--- config.mk ---
export PLATFORM = sky130hd
export DESIGN_NAME = instr_feeder
export DESIGN_NICKNAME = d
export VERILOG_FILES = /design/src/rtl/feeder_pkg.sv /design/src/rtl/feeder_prog_mem.sv /design/src/rtl/instr_feeder.sv
export SDC_FILE = /design/constraint.sdc
export NUM_CORES = 1
export LEC_CHECK = 0
export CORE_MARGIN = 2
export CORE_UTILIZATION = 40
export DETAILED_ROUTE_END_ITERATION = 10
export GPL_TIMING_DRIVEN = 0
export SETUP_SLACK_MARGIN = 0.3
export SYNTH_ARGS = -nofsm -noshare
export SYNTH_HDL_FRONTEND = slang
export SYNTH_SLANG_ARGS = --single-unit
--- constraint.sdc ---
create_clock -name clk_i -period 3.7 [get_ports clk_i]
set_input_delay 0.74 -clock clk_i [delete_from_list [all_inputs] [get_ports clk_i]]
set_output_delay 0.74 -clock clk_i [all_outputs]
set_load 0.03 [all_outputs]
--- src/rtl/feeder_pkg.sv ---
`default_nettype none
// ============================================================================
// Module      : feeder_pkg
// Description : Shared types, opcode constants and helpers for instr_feeder.
// Revision    : 1.0 - initial release
// ============================================================================
package feeder_pkg;

    typedef enum logic [1:0] {
        ST_IDLE   = 2'd0,
        ST_ISSUE  = 2'd1,
        ST_BUBBLE = 2'd2,
        ST_DONE   = 2'd3
    } feeder_state_t;

    localparam logic [6:0] c_OPC_LOAD  = 7'b0000011;
    localparam logic [6:0] c_OPC_STORE = 7'b0100011;

    function automatic logic is_mem_op(input logic [31:0] instr);
        return (instr[6:0] == c_OPC_LOAD) || (instr[6:0] == c_OPC_STORE);
    endfunction

endpackage
`default_nettype wire

--- src/rtl/feeder_prog_mem.sv ---
`default_nettype none
// ============================================================================
// Module      : feeder_prog_mem
// Description : Program buffer, one synchronous write port and one
//               combinational read port. Contents are never reset.
// Revision    : 1.0 - initial release
// ============================================================================
module feeder_prog_mem #(
    parameter int DEPTH = 8,
    parameter int AW    = $clog2(DEPTH)
) (
    input  logic          clk,
    input  logic          i_we,
    input  logic [AW-1:0] i_waddr,
    input  logic [31:0]   i_wdata,
    input  logic [AW-1:0] i_raddr,
    output logic [31:0]   o_rdata
);

    logic [31:0] r_mem [DEPTH];

    always_ff @(posedge clk) begin
        if (i_we) begin
            r_mem[i_waddr] <= i_wdata;
        end
    end

    assign o_rdata = r_mem[i_raddr];

endmodule
`default_nettype wire

--- src/rtl/instr_feeder.sv ---
`default_nettype none
// ============================================================================
// Module      : instr_feeder
// Description : Issues a stored RV32 program to a processor shim over a
//               valid/ready handshake, with idle bubbles after loads/stores.
// Revision    : 1.0 - initial release
// ============================================================================
module instr_feeder
    import feeder_pkg::*;
#(
    parameter int DEPTH         = 8,
    parameter int BUBBLE_CYCLES = 1
) (
    input  logic                       clk_i,
    input  logic                       rst_i,
    input  logic                       prog_we_i,
    input  logic [$clog2(DEPTH)-1:0]   prog_addr_i,
    input  logic [31:0]                prog_data_i,
    input  logic [$clog2(DEPTH):0]     prog_len_i,
    input  logic                       start_i,
    output logic [31:0]                instr_o,
    output logic                       instr_valid_o,
    input  logic                       instr_ready_i,
    output logic [$clog2(DEPTH):0]     pc_o,
    output logic                       mem_op_o,
    output logic                       busy_o,
    output logic                       done_o
);

    localparam int          AW         = $clog2(DEPTH);
    localparam logic [AW:0] c_DEPTH    = (AW+1)'(DEPTH);
    localparam logic [3:0]  c_BUB_LAST = 4'(BUBBLE_CYCLES - 1);

    feeder_state_t r_state;
    feeder_state_t w_next_state;

    logic [AW:0]  r_pc;
    logic [AW:0]  r_len;
    logic [3:0]   r_bub;

    logic [31:0]  w_rd;
    logic [AW:0]  w_pc_inc;
    logic [AW:0]  w_len_clamped;
    logic         w_idle_like;
    logic         w_prog_we;
    logic         w_xfer;
    logic         w_is_mem;
    logic         w_last;

    assign w_idle_like   = (r_state == ST_IDLE) || (r_state == ST_DONE);
    assign w_prog_we     = prog_we_i && w_idle_like;
    assign w_xfer        = (r_state == ST_ISSUE) && instr_ready_i;
    assign w_is_mem      = is_mem_op(w_rd);
    assign w_pc_inc      = r_pc + 1'b1;
    assign w_last        = (w_pc_inc == r_len);
    assign w_len_clamped = (prog_len_i > c_DEPTH) ? c_DEPTH : prog_len_i;

    // Same-cycle write+start works because the read port is combinational:
    // the word lands at the edge that also moves the FSM into ISSUE.
    feeder_prog_mem #(
        .DEPTH (DEPTH),
        .AW    (AW)
    ) u_prog_mem (
        .clk     (clk_i),
        .i_we    (w_prog_we),
        .i_waddr (prog_addr_i),
        .i_wdata (prog_data_i),
        .i_raddr (r_pc[AW-1:0]),
        .o_rdata (w_rd)
    );

    always_ff @(posedge clk_i or posedge rst_i) begin
        if (rst_i) begin
            r_state <= ST_IDLE;
        end else begin
            r_state <= w_next_state;
        end
    end

    always_comb begin
        w_next_state = r_state;
        case (r_state)
            ST_IDLE, ST_DONE: begin
                if (start_i) begin
                    w_next_state = (prog_len_i == '0) ? ST_DONE : ST_ISSUE;
                end
            end
            ST_ISSUE: begin
                if (w_xfer) begin
                    if (w_last) begin
                        w_next_state = ST_DONE;
                    end else if (w_is_mem) begin
                        w_next_state = ST_BUBBLE;
                    end else begin
                        w_next_state = ST_ISSUE;
                    end
                end
            end
            ST_BUBBLE: begin
                if (r_bub == c_BUB_LAST) begin
                    w_next_state = ST_ISSUE;
                end
            end
            default: w_next_state = ST_IDLE;
        endcase
    end

    always_comb begin
        instr_valid_o = 1'b0;
        instr_o       = '0;
        mem_op_o      = 1'b0;
        busy_o        = 1'b0;
        done_o        = 1'b0;
        case (r_state)
            ST_ISSUE: begin
                instr_valid_o = 1'b1;
                instr_o       = w_rd;
                mem_op_o      = w_xfer && w_is_mem;
                busy_o        = 1'b1;
            end
            ST_BUBBLE: busy_o = 1'b1;
            ST_DONE:   done_o = 1'b1;
            default: ;
        endcase
    end

    always_ff @(posedge clk_i or posedge rst_i) begin
        if (rst_i) begin
            r_pc  <= '0;
            r_len <= '0;
            r_bub <= '0;
        end else begin
            if (w_idle_like && start_i) begin
                r_len <= w_len_clamped;
                r_pc  <= '0;
            end else if (w_xfer) begin
                r_pc  <= w_pc_inc;
            end
            // Counter is held at zero outside BUBBLE so every bubble starts fresh.
            if (r_state == ST_BUBBLE) begin
                r_bub <= r_bub + 1'b1;
            end else begin
                r_bub <= '0;
            end
        end
    end

    assign pc_o = r_pc;

endmodule
`default_nettype wire

==> out/qor.log <==
[final_layout] nets@finish 679
[floorplan] floorplan die height 166 um
[power] Max IR drop VDD 0.461 mV
[power] power density relative to cell area 706 nW/um^2
[synth] cell taking the most area after synthesis sky130_fd_sc_hd__edfxtp_1
[drt] initial detailed-routing violation count 401
[synth] total nets after synthesis 550
[cts] total number of clock tree sinks 270
[setup_path] endpoint type of the worst setup path output port
[timing] largest clock skew in the final design 0.0152 ns
[synth] number of standard cells after synthesis 500
[placed_design] number of cells in the design after placement 928
[synth] Warnings, synthesis 0
[final_layout] area added between synthesis and finish 24.7%
[timing] worst slew slack as a fraction of its limit 48.5%
[synth] cell area after synthesis 10600 sq um
[setup_path] Critical Path Slowest Stage Cell sky130_fd_sc_hd__mux4_2
[power] net switching power 2.89 mW
[drt] TritonRoute pass-1 iters 4
[cts] CTS Buffer Depth 3
[grt] overall global routing resource usage 16.4%
[drt] routed length per instance 22.8 um
[drt] Post-DRT Antenna Nets 0
[power] Leak 4.28 nW
[synth] cell types occupying the most area after synthesis sky130_fd_sc_hd__edfxtp_1 73%, sky130_fd_sc_hd__mux4_2 14%, sky130_fd_sc_hd__dfrtp_1 3.3%, sky130_fd_sc_hd__mux2i_1 2.7%, sky130_fd_sc_hd__nor2_1 1.3%
[timing] Achievable Freq 297 MHz
[final_layout] filler instances 2100
[grt] largest net degree at the start of global routing 24
[synth] post-synthesis sequential element count 270
[timing] post-layout minimum cycle time 3.37 ns
[job] number of max-cap violations 0
[timing] final number of setup-violating endpoints 0
[power] internal power component 6.41 mW
[timing] final hold violation count 0
[power] switching fraction of total power 31.1%
[cts] clock tree from TritonCTS done
[floorplan] Placeable Area 26000 sq um
[synth] proportion of synthesized chip area in sequential cells 76.1%
[floorplan] number of cell rows 59
[synth] unique cell type count in the Yosys netlist 33
[synth] post-synthesis area per instance 21.1 sq um
[setup_path] Req. time, crit path 2.96 ns
[cts] maximum level of the CTS H-tree 1
[timing] slew of the pin with the lowest slew margin 0.770 ns
[cts] Reg clk slew, reported paths 0.06 ns
[grt] number of global-route vias before repair 5564
[floorplan] DIE AREA 27700 sq um
[timing] Final Max Slew Viols 0
[placed_design] final estimated routing congestion in global placement 0.812
[setup_path] CP peak stage delay 0.50 ns
[cts] clock network latency to the later pin of the worst-skew pair 0.54 ns
[floorplan] number of I/O pins 84
[setup_path] Startpoint Class flip-flop
[hold_path] Hold/Removal Path Class flip-flop to flip-flop
[final_layout] number of antenna diodes 0
[setup_path] critical path buffer and inverter count 2
[power] proportion of power drawn by combinational gates 33.2%
[floorplan] die extent in x 166 um
[power] clock network power share 28.4%
[setup_path] kind of cell adding the most delay to the critical path multiplexers
[cts] number of buffers inserted during clock tree synthesis 28
[setup_path] type of the worst setup path flip-flop to output port
[setup_path] cell chain of the critical path buf_12 > mux4_2 > mux2_2 > nand4bb_1 > nor3_2 > nor2b_1 > buf_4
[final_layout] share of post-route cells with drive strength above 1 26.9%
[placed_design] number of buffers inserted by port buffering 83
[drt] routed via count 5180
[cts] root buffer selected by CTS sky130_fd_sc_hd__clkbuf_16
[synth] area share of the leading cell type in the synthesized netlist 72.8%
[timing] share of the cycle needed by the critical path after routing 91.1%
[drt] WL final 22500 um
[timing] smallest setup slack after layout 0.329 ns
[hold_path] Hold Path Depth 1
[placed_design] Detail Placement HPWL 13800 um
[run_status] run status finished clean
[floorplan] Initial Utilization 40.6%
[timing] setup repair after global routing missed its margin yes
[drt] vias per cell 5.25
[drt] highest metal layer with signal wires met5
[setup_path] crit path max fanout 5
[drt] length of routed wiring on met1 9830 um
[grt] number of antenna violations at the first check in global routing 1
[grt] first-pass GRT wire length 34300 um
[drt] met3 wirelength from detailed routing 1180 um
[drt] Remaining DRCs 0
[final_layout] filler-free cell count of the finished design 986
[setup_path] depth of the worst register-to-register path 6
[drt] detailed-routed wire length on met2 11200 um
[grt] gr ovfl total 0
[setup_path] number of cells on the critical path 7
[power] sequential share of power 38.5%
[setup_path] data arrival time of the critical path 2.63 ns
[placed_design] pre-CTS setup slack -0.175 ns
-- Yosys cell counts, drive strengths merged --
| master | count |
|---|---|
| mux2 | 6 |
| nor2 | 36 |
| mux4 | 64 |
| nand3b | 1 |
| nand3 | 4 |
| dfrtp | 14 |
| nand2 | 10 |
| nor4 | 2 |
| xnor2 | 6 |
| or3b | 1 |
| o22ai | 1 |
| o21ai | 4 |
| nor2b | 2 |
| and2 | 7 |
| nand2b | 4 |
| edfxtp | 256 |
| mux2i | 29 |
| a21oi | 6 |
| inv | 7 |
| o31a | 1 |
| nor3 | 3 |
| o32ai | 1 |
| nor4b | 1 |
| nand4bb | 1 |
| clkbuf | 7 |
| ha | 6 |
| xor2 | 5 |
| buf | 15 |
-- cell families (layout without fill, tap and decap cells) --
group                      count (synthesis)  after routing  share of synthesized area, %
adders and majority gates                  6              6                         0.711
AOI/OAI and AO/OA                         13             13                         0.699
buffers and inverters                     29            180                          1.26
muxes                                     99             99                          17.0
DFF                                      270            270                          76.1
xor gates and xnor gates                  11             11                         0.913
and+or+nand+nor                           72             72                          3.25
-- routing by layer --
metal | up-vias | global-route usage (%)
met4 | 2 | 2.89
met2 | 139 | 27.8
met1 | 2711 | 22.7
met5 | - | 0
met3 | 31 | 2.83
li1 | 2297 | -
-- worst register-to-register path, delay by kind of cell, from the launching register on --
kind,cells,cell delay (ns)
flip-flops,1,0.41
buffers and inverters,3,0.67
AND/OR/NAND/NOR,2,1.09
adder cells (fa/ha/maj),1,0.31
-- power by group through the flow --
stage               sequential (mW)  clock, mW  combinational [mW]
floorplan                      3.64          0                1.93
global placement               3.64          0                2.95
detailed placement             3.63          0                3.03
CTS                            3.57       2.69                3.07
global route                   3.59       2.82                3.31
finish                         3.58       2.64                3.08
-- flip-flops by register name, indices dropped and copies added (netlist names) --
signal / flops
pc_o: 4
r_len: 4
r_state: 2
r_bub: 4
u_prog_mem.r_mem: 256
-- path summary, 6_finish.rpt --
check,startpoint,to,slack (ns)
min in group asynchronous,rst_i,r_bub[1],0.56
max,pc_o[0],mem_op_o,0.33
max in group asynchronous,rst_i,pc_o[0],2.74
max reg2reg,r_state[0],u_prog_mem.r_mem[3][24],0.93
min reg2reg,r_bub[0],r_bub[0],0.49
min,r_bub[0],r_bub[0],0.49
-- per-stage QoR --
step / TNS [ns] / total power, mW / util, % / area, sq um / hold WS (ns)
6_report: 0 / 9.30 / 50.7 / 13200 / 0.495
3_5_place_dp: -1.38 / 6.66 / 46.6 / 12100 / 0.487
5_1_grt: 0 / 9.71 / 50.7 / 13200 / 0.525
4_1_cts: 0 / 9.33 / 50.4 / 13100 / 0.498
3_3_place_gp: -271.40 / 6.58 / 45.5 / 11800 / 0.464
2_1_floorplan: 0 / 5.57 / - / 10600 / 0.451
-- cell usage in the layout (no fill, tap or decap), types with 5 or more instances in the layout --
cell type,instances
sky130_fd_sc_hd__dlygate4sd2_1,12
sky130_fd_sc_hd__nor2_1,30
sky130_fd_sc_hd__mux2i_1,27
sky130_fd_sc_hd__nor2_4,6
sky130_fd_sc_hd__mux2_2,5
sky130_fd_sc_hd__clkdlybuf4s50_1,51
sky130_fd_sc_hd__nand2_1,10
sky130_fd_sc_hd__buf_4,14
sky130_fd_sc_hd__ha_1,6
sky130_fd_sc_hd__clkinv_1,8
sky130_fd_sc_hd__xor2_1,5
sky130_fd_sc_hd__edfxtp_1,256
sky130_fd_sc_hd__and2_1,7
sky130_fd_sc_hd__dfrtp_1,12
sky130_fd_sc_hd__clkbuf_1,9
sky130_fd_sc_hd__clkbuf_16,29
sky130_fd_sc_hd__a21oi_1,6
sky130_fd_sc_hd__inv_1,6
sky130_fd_sc_hd__xnor2_1,6
sky130_fd_sc_hd__mux4_2,64
sky130_fd_sc_hd__clkdlybuf4s15_2,16
sky130_fd_sc_hd__buf_12,7
-- final cells by class --
class                           instances  area, sq um  share of cell area [%]
Timing Repair Buffer                  100         1120                    8.50
Clock buffer                           36          731                    5.55
Sequential cell                       270         8040                    61.1
Buffer                                 21          226                    1.72
Clock inverter                         16          140                    1.06
Tap cell                              335          419                    3.18
Multi-Input combinational cell        201         2460                    18.7
Inverter                                7         26.3                   0.200
-- timing repair --
action / in CTS / in global routing
gates resized for setup: 107 / 11
buffers inserted: 1 / 5
gates cloned: 0 / 1
setup endpoints to repair: 33 / 25
hold buffers: 0 / 0
pin swaps: 0 / 1
(Power assumes the default switching activity.)
